===== src/rtl/sevseg_scan_mux_if.sv =====
`default_nettype none
// ============================================================================
// Module      : sevseg_scan_mux_if
// Description : Frame-load handshake bundle for the seven-segment scan mux.
//               The content source drives a full frame of segment codes with
//               a valid/ready handshake.
// Revision    : 1.0 - initial release
// ============================================================================
interface sevseg_scan_mux_if #(
  parameter int NUM_DIGITS = 4,
  parameter int SEG_W      = 8
) ();
  logic [NUM_DIGITS*SEG_W-1:0] frame_in;
  logic                        frame_valid;
  logic                        frame_ready;

  modport master (output frame_in, output frame_valid, input frame_ready);
  modport slave  (input frame_in, input frame_valid, output frame_ready);
endinterface
`default_nettype wire


===== src/rtl/sevseg_scan_mux.sv =====
`default_nettype none
// ============================================================================
// Module      : sevseg_scan_mux
// Description : Time-multiplexed N-digit seven-segment driver with dwell
//               timing, PWM brightness, per-digit blanking, one-cycle
//               anti-ghosting dead time and a double-buffered frame that
//               swaps only at the digit-0 boundary.
// Revision    : 1.0 - initial release
// ============================================================================
module sevseg_scan_mux #(
  parameter int               NUM_DIGITS    = 4,
  parameter int               SEG_W         = 8,
  parameter int               SLOT_CYCLES   = 1024,
  parameter int               BRIGHT_W      = 4,
  parameter int               AN_ACTIVE_LOW = 1,
  parameter logic [SEG_W-1:0] SEG_OFF       = '1
) (
  input  logic                          clk,
  input  logic                          rst_n,
  sevseg_scan_mux_if.slave              frame_if,
  input  logic [BRIGHT_W-1:0]           brightness,
  input  logic [NUM_DIGITS-1:0]         blank_mask,
  output logic [SEG_W-1:0]              seg,
  output logic [NUM_DIGITS-1:0]         an,
  output logic [$clog2(NUM_DIGITS)-1:0] digit_idx,
  output logic                          frame_done
);

  localparam int SLOT_W  = $clog2(SLOT_CYCLES);
  localparam int DIG_W   = $clog2(NUM_DIGITS);
  localparam int FRAME_W = NUM_DIGITS * SEG_W;
  localparam logic [NUM_DIGITS-1:0] AN_OFF =
    (AN_ACTIVE_LOW != 0) ? {NUM_DIGITS{1'b1}} : {NUM_DIGITS{1'b0}};
  localparam logic [FRAME_W-1:0] FRAME_OFF = {NUM_DIGITS{SEG_OFF}};

  logic [SLOT_W-1:0]     slot_cnt_q, slot_cnt_d;
  logic [DIG_W-1:0]      digit_idx_q, digit_idx_d;
  logic                  frame_done_q, frame_done_d;
  logic [NUM_DIGITS-1:0] an_q, an_d;
  logic [SEG_W-1:0]      seg_q, seg_d;
  logic [FRAME_W-1:0]    active_q, active_d;
  logic [FRAME_W-1:0]    pending_q, pending_d;
  logic                  pending_full_q, pending_full_d;
  logic                  ready_q, ready_d;
  logic [BRIGHT_W-1:0]   bright_q, bright_d;
  logic                  blank_q, blank_d;

  logic [SEG_W-1:0]      active_digit [NUM_DIGITS];
  logic [NUM_DIGITS-1:0] an_onehot;
  logic [NUM_DIGITS-1:0] an_lit;
  logic [BRIGHT_W-1:0]   phase;
  logic                  slot_last, digit_last, wrap, lit, accept;

  // Per-digit view of the active frame for the segment selector.
  for (genvar i = 0; i < NUM_DIGITS; i++) begin : g_unpack
    assign active_digit[i] = active_q[i*SEG_W +: SEG_W];
  end

  // Scan timing, PWM/blank gating, output selection and double-buffer control.
  always_comb begin
    slot_last  = (slot_cnt_q == SLOT_W'(SLOT_CYCLES - 1));
    digit_last = (digit_idx_q == DIG_W'(NUM_DIGITS - 1));
    wrap       = slot_last && digit_last;

    slot_cnt_d   = slot_last ? '0 : slot_cnt_q + SLOT_W'(1);
    digit_idx_d  = digit_idx_q;
    if (slot_last) begin
      digit_idx_d = digit_last ? '0 : digit_idx_q + DIG_W'(1);
    end
    frame_done_d = wrap;

    // Brightness and blanking are captured once per slot so a change
    // mid-slot cannot produce a partial PWM period.
    bright_d = (slot_cnt_q == '0) ? brightness : bright_q;
    blank_d  = (slot_cnt_q == '0) ? blank_mask[digit_idx_q] : blank_q;

    // Top BRIGHT_W bits of the slot counter form the PWM phase.
    phase = slot_cnt_q[SLOT_W-1 -: BRIGHT_W];
    // Slot cycle 0 is always dark to give the anode switch time to settle.
    lit   = (slot_cnt_q != '0) && !blank_q && ((phase < bright_q) || (&bright_q));

    an_onehot = NUM_DIGITS'(1) << digit_idx_q;
    an_lit    = (AN_ACTIVE_LOW != 0) ? ~an_onehot : an_onehot;
    an_d      = lit ? an_lit : AN_OFF;
    seg_d     = lit ? active_digit[digit_idx_q] : SEG_OFF;

    // Ready is low whenever pending is full, so a load and a swap never
    // coincide; a load on the wrap cycle waits for the following frame.
    accept         = frame_if.frame_valid && ready_q;
    active_d       = active_q;
    pending_d      = pending_q;
    pending_full_d = pending_full_q;
    if (accept) begin
      pending_d      = frame_if.frame_in;
      pending_full_d = 1'b1;
    end else if (wrap && pending_full_q) begin
      active_d       = pending_q;
      pending_full_d = 1'b0;
    end
    ready_d = !pending_full_d;
  end

  // State register with synchronous active-low reset.
  always_ff @(posedge clk) begin
    if (!rst_n) begin
      slot_cnt_q     <= '0;
      digit_idx_q    <= '0;
      frame_done_q   <= 1'b0;
      an_q           <= AN_OFF;
      seg_q          <= SEG_OFF;
      active_q       <= FRAME_OFF;
      pending_q      <= FRAME_OFF;
      pending_full_q <= 1'b0;
      ready_q        <= 1'b0;
      bright_q       <= '0;
      blank_q        <= 1'b1;
    end else begin
      slot_cnt_q     <= slot_cnt_d;
      digit_idx_q    <= digit_idx_d;
      frame_done_q   <= frame_done_d;
      an_q           <= an_d;
      seg_q          <= seg_d;
      active_q       <= active_d;
      pending_q      <= pending_d;
      pending_full_q <= pending_full_d;
      ready_q        <= ready_d;
      bright_q       <= bright_d;
      blank_q        <= blank_d;
    end
  end

  assign seg                  = seg_q;
  assign an                   = an_q;
  assign digit_idx            = digit_idx_q;
  assign frame_done           = frame_done_q;
  assign frame_if.frame_ready = ready_q;

endmodule
`default_nettype wire


===== src/flat_wrapper.sv =====
// flat-port wrapper written by rule: the top's interface ports become plain ports
module sevseg_scan_mux_flat 
#(
  parameter int               NUM_DIGITS    = 4,
  parameter int               SEG_W         = 8,
  parameter int               SLOT_CYCLES   = 1024,
  parameter int               BRIGHT_W      = 4,
  parameter int               AN_ACTIVE_LOW = 1,
  parameter logic [SEG_W-1:0] SEG_OFF       = '1
)
  (clk, rst_n, brightness, blank_mask, seg, an, digit_idx, frame_done, frame_if_frame_in, frame_if_frame_valid, frame_if_frame_ready);
  sevseg_scan_mux_if #(.NUM_DIGITS(NUM_DIGITS), .SEG_W(SEG_W)) frame_if_i ();
  input  logic clk;
  input  logic rst_n;
  input  logic [BRIGHT_W-1:0] brightness;
  input  logic [NUM_DIGITS-1:0] blank_mask;
  output logic [SEG_W-1:0] seg;
  output logic [NUM_DIGITS-1:0] an;
  output logic [$clog2(NUM_DIGITS)-1:0] digit_idx;
  output logic frame_done;
  input wire logic [$bits(frame_if_i.frame_in)-1:0] frame_if_frame_in;
  input wire logic [$bits(frame_if_i.frame_valid)-1:0] frame_if_frame_valid;
  output wire logic [$bits(frame_if_i.frame_ready)-1:0] frame_if_frame_ready;
  assign frame_if_i.frame_in = frame_if_frame_in;
  assign frame_if_i.frame_valid = frame_if_frame_valid;
  assign frame_if_frame_ready = frame_if_i.frame_ready;
  sevseg_scan_mux #(.NUM_DIGITS(NUM_DIGITS), .SEG_W(SEG_W), .SLOT_CYCLES(SLOT_CYCLES), .BRIGHT_W(BRIGHT_W), .AN_ACTIVE_LOW(AN_ACTIVE_LOW), .SEG_OFF(SEG_OFF)) u_core (.clk(clk), .rst_n(rst_n), .frame_if(frame_if_i), .brightness(brightness), .blank_mask(blank_mask), .seg(seg), .an(an), .digit_idx(digit_idx), .frame_done(frame_done));
endmodule

===== config.mk =====
export PLATFORM = sky130hd
export DESIGN_NAME = sevseg_scan_mux_flat
export DESIGN_NICKNAME = d
export VERILOG_FILES = /design/src/rtl/sevseg_scan_mux_if.sv /design/src/rtl/sevseg_scan_mux.sv /design/src/flat_wrapper.sv
export SDC_FILE = /design/constraint.sdc
export NUM_CORES = 1
export LEC_CHECK = 0
export CELL_PAD_IN_SITES_DETAIL_PLACEMENT = 1
export CELL_PAD_IN_SITES_GLOBAL_PLACEMENT = 2
export CORE_ASPECT_RATIO = 2
export CORE_MARGIN = 3
export CORE_UTILIZATION = 29
export DETAILED_ROUTE_END_ITERATION = 16
export PLACE_DENSITY_LB_ADDON = 0.1
export SYNTH_ARGS = -nofsm -noshare
export SYNTH_HDL_FRONTEND = slang
export SYNTH_SLANG_ARGS = --single-unit

===== constraint.sdc =====
create_clock -name clk -period 1.76 [get_ports clk]
set_input_delay 0.264 -clock clk [delete_from_list [all_inputs] [get_ports clk]]
set_output_delay 0.264 -clock clk [all_outputs]
set_load 0.01 [all_outputs]

==> results of run 1 <==
==> metal layers <==
metal | up-vias | GRT usage | part of all wire
met4 | 0 | 0.07482 | 0.031
met1 | 1569 | 0.1633 | 0.36
met2 | 43 | 0.3141 | 0.59
met3 | 16 | 0.02187 | 0.020
li1 | 1623 | - | -
met5 | - | 0 | 0
==> repair_timing <==
item	4_1_cts	5_1_grt
buffers inserted	1	2
gates cloned	1	0
resized for setup	13	11
pin swaps	4	4
setup endpoints to repair	17	26
==> cell usage in the layout, fill, tap and decap left out, drive strengths merged, types with 3 or more instances in the layout <==
cell,count
ha,9
mux4,9
xnor2,3
clkinv,3
dfxtp,96
buf,28
xor2,4
nand2b,8
inv,8
nand3,105
clkdlybuf4s50,56
o21ai,38
and3,3
nor2,11
nand2,84
clkbuf,10
==> where the power goes <==
| part | switching [uW] | total (uW) | internal [uW] |
|---|---|---|---|
| logic | 179 | 369 | 190 |
| registers | 46.7 | 2300 | 2250 |
| clock network | 855 | 2000 | 1150 |
| total | 1080 | 4670 | 3580 |
==> layout make-up <==
| class | count | area share |
|---|---|---|
| Sequential cell | 96 | 0.3765 |
| Multi-Input combinational cell | 296 | 0.3504 |
| Clock buffer | 10 | 0.04670 |
| Clock inverter | 6 | 0.01320 |
| Tap cell | 152 | 0.03716 |
| Inverter | 8 | 0.005868 |
| Timing Repair Buffer | 85 | 0.1702 |
==> flip-flops by register name, indices dropped and copies added (netlist names) <==
name,count
u_core.active_q,32
u_core.pending_q,32
u_core.slot_cnt_q,10
u_core.seg,8
u_core.an,4
u_core.bright_q,4
u_core.digit_idx,2
u_core.blank_q,1
u_core.frame_done,1
u_core.frame_if.frame_ready,1
u_core.pending_full_q,1
==> metrics by stage <==
stage	instance area, um2	setup WS [ps]	hold slack, ps	setup TNS (ps)	utilization
finish	5117	36.07	380.6	0	0.3939
global route	5117	-11.59	403.0	-41.04	0.3939
CTS	5050	0.1015	392.0	0	0.3887
detailed placement	4683	-88.39	459.2	-772.1	0.3605
global placement	4683	-40.09	454.8	-349.6	0.3605
floorplan	3862	35.12	388.2	0	-
==> worst max path at each step <==
| stage | start | endpoint | slack, ps | depth (start not counted) |
|---|---|---|---|---|
| finish | u_core.bright_q[3]$_SDFFE_PN0N_ | u_core.an[3]$_SDFF_PN1_ | 40 | 7 |
| global route | u_core.bright_q[3]$_SDFFE_PN0N_ | u_core.seg[7]$_SDFF_PN1_ | -10 | 7 |
| CTS | u_core.bright_q[2]$_SDFFE_PN0N_ | u_core.seg[2]$_SDFF_PN1_ | 0.1 | 7 |
| detailed placement | u_core.bright_q[2]$_SDFFE_PN0N_ | u_core.an[3]$_SDFF_PN1_ | -90 | 7 |
| global placement | u_core.bright_q[2]$_SDFFE_PN0N_ | u_core.an[3]$_SDFF_PN1_ | -40 | 7 |
| floorplan | u_core.bright_q[2]$_SDFFE_PN0N_ | u_core.an[3]$_SDFF_PN1_ | 40 | 7 |
==> cells by family after synthesis <==
logic type / after synthesis / synth area share
flip-flops: 96 / 0.4976
XOR/XNOR: 7 / 0.01587
buffers and inverters: 41 / 0.05442
AND/OR/NAND/NOR: 224 / 0.2779
multiplexers: 10 / 0.05507
AO/OA/AOI/OAI: 46 / 0.06997
adder cells (fa/ha/maj): 9 / 0.02916
==> critical path: stages (launching register included) <==
cell and delay (ps):
dfxtp_2 340, inv_1 60, ha_4 160, a211oi_2 200, o21ai_2 100, a2111oi_4 490, buf_6 190, nand2_1 60
==> metrics.md, run 1 <==
| Metric | Value |
|---|---|
| Status | completed |
| Hold worst-path end | u_core.pending_q[1]$_SDFFE_PN1P_ |
| DP Cell Count | 633 |
| Count leader, synth | nand3_1 |
| Final Hold Vio Count | 0 |
| Largest net degree at the start of global routing | approximately 80 |
| Clock Path Buffers | 2 |
| H-tree depth | 3 |
| Cell Pwr Density | 911.6 mW/mm2 |
| Initial drt markers | 164 |
| Die Span Y | 169.2 um |
| CTS Buf Count | 9 |
| Final Total Pwr | 4665 uW |
| Leakage power | about 0.0019 uW |
| Die footprint | about 0.015 mm2 |
| First-pass GRT wire length | 18,130 um |
| Vias in the first global route | 3,424 |
| Worst EP required | 1980 ps |
| Die X | 87.61 um |
| Drt wl/cell | 17.25 um |
| Area of the multi-input gates | 0.001793 mm2 |
| Worst setup SP type | flip-flop |
| DP Wirelength | 8271 um |
| Hold Crit Depth | 3 |
| Vias per Instance | 4.979 |
| Gp weighted congestion | 0.7603 |
| Hold Path Class | input pin to flip-flop |
| Max-cap violations | 0 |
| Drt drc | 0 |
| Ys Warns | 0 |
| CORE AREA | 0.01299 mm2 |
| Final Setup Violations | 0 |
| R2r endpoint | u_core.an[3]$_SDFF_PN1_ |
| Iteration count of the initial detailed-routing pass | 4 |
| RSZ-0062 raised after global routing | true |
| #FFs+latches synth | between 90 and 100 |
| Sequential-to-total area share from yosys stat | 0.4976 |
| Area delta synth->final | 32.49% |
| FF-to-FF path depth | 7 |
| Post-synth top flop | dfxtp_1 |
| Total Routing Usage GR | 0.1622 |
| Crit Path Category | flip-flop to flip-flop |
| Worst R2R Setup Slack | 40 ps |
| Via count | 3,251 |
| Fmax | 580.1 MHz |
| Max Transition Viols Final | 0 |
| Row count | 59 |
| Worst VDD drop | 0.4653 mV |
| Post-synth top area share | 0.4976 |
| Crit end category | flip-flop |
| Mapped Cells | 433 |
| Worst hold start | rst_n |
| Number of synthesized flops with an enable pin | 0 |
| Leading area contributor after synthesis | dfxtp_1 |
| R2r startpoint | u_core.bright_q[3]$_SDFFE_PN0N_ |
| Clock Sinks | 96 |
| Crit-path max FO | 6 |
| CTS tree | done |
| Total gr overflow | 0 |
| Avg Inst Size Synth | roughly 8.9 um2 |
| Largest cells by area after synthesis | dfxtp_1, nand3_1, nand2_1 |
| Post-synthesis net count | roughly 490 |
| Post-route ant nets | 0 |
| Tmin final | 1724 ps |
| Post-CTS Hold Fix Bufs | 0 |
| Max_slew headroom | 0.7179 |
| Final cell count without fillers | between 600 and 700 |
| Total Wirelength | 11,270 um |
| Fillers | between 1,500 and 2,000 |
| Netlist cell types | 38 |
| Slew at the pin closest to its max-slew limit | 423.2 ps |
| Initial Util | 0.2973 |
| Final Net Count | ~550 |
| Initial antenna violation count | 0 |
| Clock transition at path regs | 70 ps |
| Tcrit/Tclk final | 0.9795 |
| Ports | 59 |
| Ant. Diodes | 0 |
| Sequential cell area | 0.001927 mm2 |
| Fraction of registers with async set/reset | 0 |
| Worst-Skew Late Latency | 340 ps |
| PortBufs | 58 |
| Worst path arrival time | 1950 ps |
| Worst Skew | 9.440 ps |
| Layout cells sized above 1 | 0.1517 |
| Mapped Area | roughly 0.0039 mm2 |
| Synth top cells by count | nand3_1, dfxtp_1, nand2_1 |
| Root Driver | clkbuf_16 |
Power figures use the tool's default switching activity.
==> run 2: changes to the inputs <==
--- a/config.mk
+++ b/config.mk
@@ -5,11 +5,12 @@
 export SDC_FILE = /design/constraint.sdc
 export NUM_CORES = 1
 export LEC_CHECK = 0
+export ABC_AREA = 1
 export CELL_PAD_IN_SITES_DETAIL_PLACEMENT = 1
 export CELL_PAD_IN_SITES_GLOBAL_PLACEMENT = 2
 export CORE_ASPECT_RATIO = 2
 export CORE_MARGIN = 3
-export CORE_UTILIZATION = 29
+export CORE_UTILIZATION = 28
 export DETAILED_ROUTE_END_ITERATION = 16
 export PLACE_DENSITY_LB_ADDON = 0.1
 export SYNTH_ARGS = -nofsm -noshare
==> run 2 against run 1 <==
Net effect:
- maximum frequency grew 3.0%
- synthesized area grew 1.2%
- sequential cell count is the same
- critical endpoint is now digit_idx[1]
- sequential power is essentially flat
- routed wire length grew 3.2%
==> metrics.md, run 2 <==
| Metric | Value |
|---|---|
| Status | completed (unchanged) |
| Post-synth top flop | dfxtp_1 (unchanged) |
| H-tree depth | 3 (unchanged) |
| Most frequent cells in the layout | nand2_1, nand3_1, dfxtp_1 (was nand3_1, dfxtp_1, nand2_1) |
| Initial Util | 0.2876 (was 0.2973) |
| Leading area contributor after synthesis | dfxtp_1 (unchanged) |
| Worst path arrival time | 1410 ps (was 1950 ps) |
| Max_slew headroom | 0.6456 (was 0.7179) |
| Mapped Cells | 496 (was 433) |
| Final cell count without fillers | 746 (was 653) |
| R2r startpoint | u_core.slot_cnt_q[0]$_SDFF_PP0_ (was u_core.bright_q[3]$_SDFFE_PN0N_) |
| Buf/Inv on CP | 1 (was 2) |
| PnR worst setup slack | 85.57 ps (was 36.07 ps) |
| Crit Path Category | flip-flop to output pin (was flip-flop to flip-flop) |
| Netlist cell types | 29 (was 38) |
| Fraction of registers with async set/reset | 0 (unchanged) |
| Cell Pwr Density | 941.9 mW/mm2 (was 911.6 mW/mm2) |
| Clock Sinks | 96 (unchanged) |
| Pre-CTS setup slack | -22.09 ps (was -88.39 ps) |
| Regs by FF count | u_core.active_q (32), u_core.pending_q (32), u_core.slot_cnt_q (10) (unchanged) |
| Initial drt markers | 114 (was 164) |
| Vias per Instance | 4.571 (was 4.979) |
| Max-cap violations | 0 (unchanged) |
| CTS Buf Count | 9 (unchanged) |
| Post-CTS Hold Fix Bufs | 0 (unchanged) |
| Die footprint | 0.01549 mm2 (was 0.01482 mm2) |
| Total gr overflow | 0 (unchanged) |
| Mux cell area share after synthesis | 0 (was 0.05507) |
| Max Transition Viols Final | 0 (unchanged) |
| Worst path top cell family by delay | buffers and inverters (was compound AO/OA/AOI/OAI gates) |
| Total Routing Usage GR | 0.1587 (was 0.1622) |
| Crit end category | output pin (was flip-flop) |
| Sequential-to-total area share from yosys stat | 0.4918 (was 0.4976) |
| Worst hold start | rst_n (unchanged) |
| Drt drc | 0 (unchanged) |
| Hold worst-path end | u_core.slot_cnt_q[8]$_SDFF_PP0_ (was u_core.pending_q[1]$_SDFFE_PN1P_) |
| Count leader, synth | nand2_1 (was nand3_1) |
| Worst VDD drop | 0.4687 mV (was 0.4653 mV) |
| Initial antenna violation count | 0 (unchanged) |
| DP Cell Count | 730 (was 633) |
| Row count | 60 (was 59) |
| Largest family of logic cells by synthesized area | simple AND/OR/NAND/NOR gates (unchanged) |
| Ys Warns | 0 (unchanged) |
| Synth Area in Simple Gates | 0.3452 (was 0.2779) |
| Worst R2R Setup Slack | 180 ps (was 40 ps) |
| Worst setup SP type | flip-flop (unchanged) |
| Clock transition at path regs | 70 ps (about the same) |
| Vias in the first global route | 3,529 (was 3,424) |
| First-pass GRT wire length | 18,720 um (was 18,130 um) |
| Crit-path max cell delay | 610 ps (was 490 ps) |
| CTS tree | done (unchanged) |
| Final Hold Vio Count | 0 (unchanged) |
| Layout cells sized above 1 | 0.08929 (was 0.1517) |
| Largest net degree at the start of global routing | 39 (was 79) |
| Mapped Area | 0.003907 mm2 (was 0.003862 mm2) |
| Crit-path max FO | 6 (unchanged) |
| Area delta synth->final | 29.17% (was 32.49%) |
| Setup tns final | 0 ps (unchanged) |
| Post-synth top area share | 0.4918 (was 0.4976) |
| RSZ-0062 raised after global routing | false (was true) |
| Hold Crit Depth | 3 (unchanged) |
| Finished Cell Area | 0.005047 mm2 (was 0.005117 mm2) |
| Root Driver | clkbuf_16 (unchanged) |
| Slowest-stage cell, CP | clkdlybuf4s50_1 (was a2111oi_4) |
| Clock Path Buffers | 2 (unchanged) |
| Slew at the pin closest to its max-slew limit | 531.1 ps (was 423.2 ps) |
| Tcrit/Tclk final | 0.9514 (was 0.9795) |
| #FFs+latches synth | 96 (unchanged) |
| Fmax | 597.2 MHz (was 580.1 MHz) |
| Post-route ant nets | 0 (unchanged) |
| Worst-Skew Late Latency | 340 ps (about the same) |
| DP Wirelength | 8758 um (was 8271 um) |
| Sequential cell area | 0.001923 mm2 (was 0.001927 mm2) |
| Ant. Diodes | 0 (unchanged) |
| Hold Path Class | input pin to flip-flop (unchanged) |
| Compound-Gate Fraction of Synth Area | 0.05924 (was 0.06997) |
| Worst Skew | 6.997 ps (was 9.440 ps) |
| Worst EP required | 1500 ps (was 1980 ps) |
| Largest cells by area after synthesis | dfxtp_1, nand3_1, nand2_1 (unchanged) |
| Ports | 59 (unchanged) |
| Gp weighted congestion | 0.7754 (was 0.7603) |
| Postcts setup bufs | 0 (was 1) |
| Die X | 89.53 um (was 87.61 um) |
| Die Span Y | 173.1 um (was 169.2 um) |
| Final Net Count | 607 (was 548) |
| Drt wl/cell | 15.58 um (was 17.25 um) |
| Via count | 3,410 (was 3,251) |
| FF-to-FF path depth | 8 (was 7) |
| R2r endpoint | u_core.active_q[23]$_SDFFE_PN1P_ (was u_core.an[3]$_SDFF_PN1_) |
| Final Setup Violations | 0 (unchanged) |
| Post-place instance area | 0.004732 mm2 (was 0.004683 mm2) |
| Iteration count of the initial detailed-routing pass | 4 (unchanged) |
| CP Cell Sequence | clkdlybuf4s50_1 (was inv_1 -> ha_4 -> a211oi_2 -> o21ai_2 -> a2111oi_4 -> buf_6 -> nand2_1) |
| Fillers | 1,654 (was 1,504) |
| XOR/XNOR share of the synthesized area | 0.008966 (was 0.01587) |
| Synth Area in Adders | 0.02882 (was 0.02915) |
| CORE AREA | 0.01359 mm2 (was 0.01299 mm2) |
| Tmin final | 1674 ps (was 1724 ps) |
| Synth top cells by count | nand2_1, nand3_1, dfxtp_1 (was nand3_1, dfxtp_1, nand2_1) |
| Hold_ws | 216.8 ps (was 380.6 ps) |
| Area of the multi-input gates | 0.001730 mm2 (was 0.001793 mm2) |
| Post-synthesis net count | 548 (was 485) |
| Total Wirelength | 11,620 um (was 11,270 um) |
| Avg Inst Size Synth | 7.878 um2 (was 8.920 um2) |
| Most common cell after layout, fill and taps aside | nand2_1 (was nand3_1) |
| PortBufs | 58 (unchanged) |
| Leakage power | 0.002198 uW (was 0.001923 uW) |
| Number of synthesized flops with an enable pin | 0 (unchanged) |
==> run 2: cell count changes after synthesis, sizes merged, moves of 3 or more <==
cell,change
a21oi,+4
buf,+3
clkbuf,-6
nor2,+38
o22a,+8
inv,+16
nand2,+40
nand2b,-8
o21ai,-16
mux4,-9
nand3,+9
and3,-3
==> run 2: kinds of logic (layout without fill, tap and decap cells) <==
| logic type | count (synthesis) | in the layout |
|---|---|---|
| AOI/OAI and AO/OA | 39 | 39 |
| xor gates and xnor gates | 4 | 4 |
| adders and majority gates | 9 | 9 |
| buffers and inverters | 53 | 117 |
| DFF | 96 | 96 |
| and+or+nand+nor | 295 | 295 |
==> run 2: routing by layer <==
metal,part of all wire,global-route usage,up-vias
met1,0.41,0.1743,1595
met5,0,0,-
met4,0.021,0.05901,0
met2,0.55,0.2916,50
li1,-,-,1752
met3,0.023,0.02575,13
==> run 2: worst max path at each step <==
stage                     depth (start not counted)                             start                               end  slack, ps
after floorplan                                   9   u_core.slot_cnt_q[0]$_SDFF_PP0_  u_core.active_q[10]$_SDFFE_PN1P_        320
final                                             1  u_core.digit_idx[1]$_SDFFE_PN0P_                      digit_idx[1]         90
after detailed placement                          6   u_core.slot_cnt_q[1]$_SDFF_PP0_          u_core.seg[2]$_SDFF_PN1_        -20
after global routing                              1  u_core.digit_idx[1]$_SDFFE_PN0P_                      digit_idx[1]          1
after CTS                                         2  u_core.digit_idx[0]$_SDFFE_PN0P_                      digit_idx[0]         20
after global placement                            5                             rst_n          u_core.seg[3]$_SDFF_PN1_        170
==> run 2: cell type report <==
type                            instances  area share
Sequential cell                        96      0.3810
Multi-Input combinational cell        347      0.3428
Timing Repair Buffer                   78      0.1517
Clock buffer                           12     0.05082
Tap cell                              186     0.04611
Inverter                               23     0.01710
Clock inverter                          4     0.01041
==> run 2: through the flow <==
| stage | util | total power, uW |
|---|---|---|
| after floorplan | - | 2559 |
| after global placement | 0.3483 | 2768 |
| after detailed placement | 0.3483 | 2781 |
| after CTS | 0.3712 | 4829 |
| after global routing | 0.3715 | 4973 |
| final | 0.3715 | 4754 |
==> run 2: timing repair <==
action / in CTS / in global routing
gates resized for setup: 1 / 3
setup endpoints to repair: 1 / 3
pin swaps: 0 / 0
endpoints found under the hold margin: 0 / 0
==> run 2: power by group <==
part	internal [uW]	switching [uW]	total (uW)	leakage, uW
combinational	199	222	421	0.00127
sequential	2250	49.5	2300	0.000784
clock	1180	851	2030	0.000141
total	3630	1120	4750	0.00220
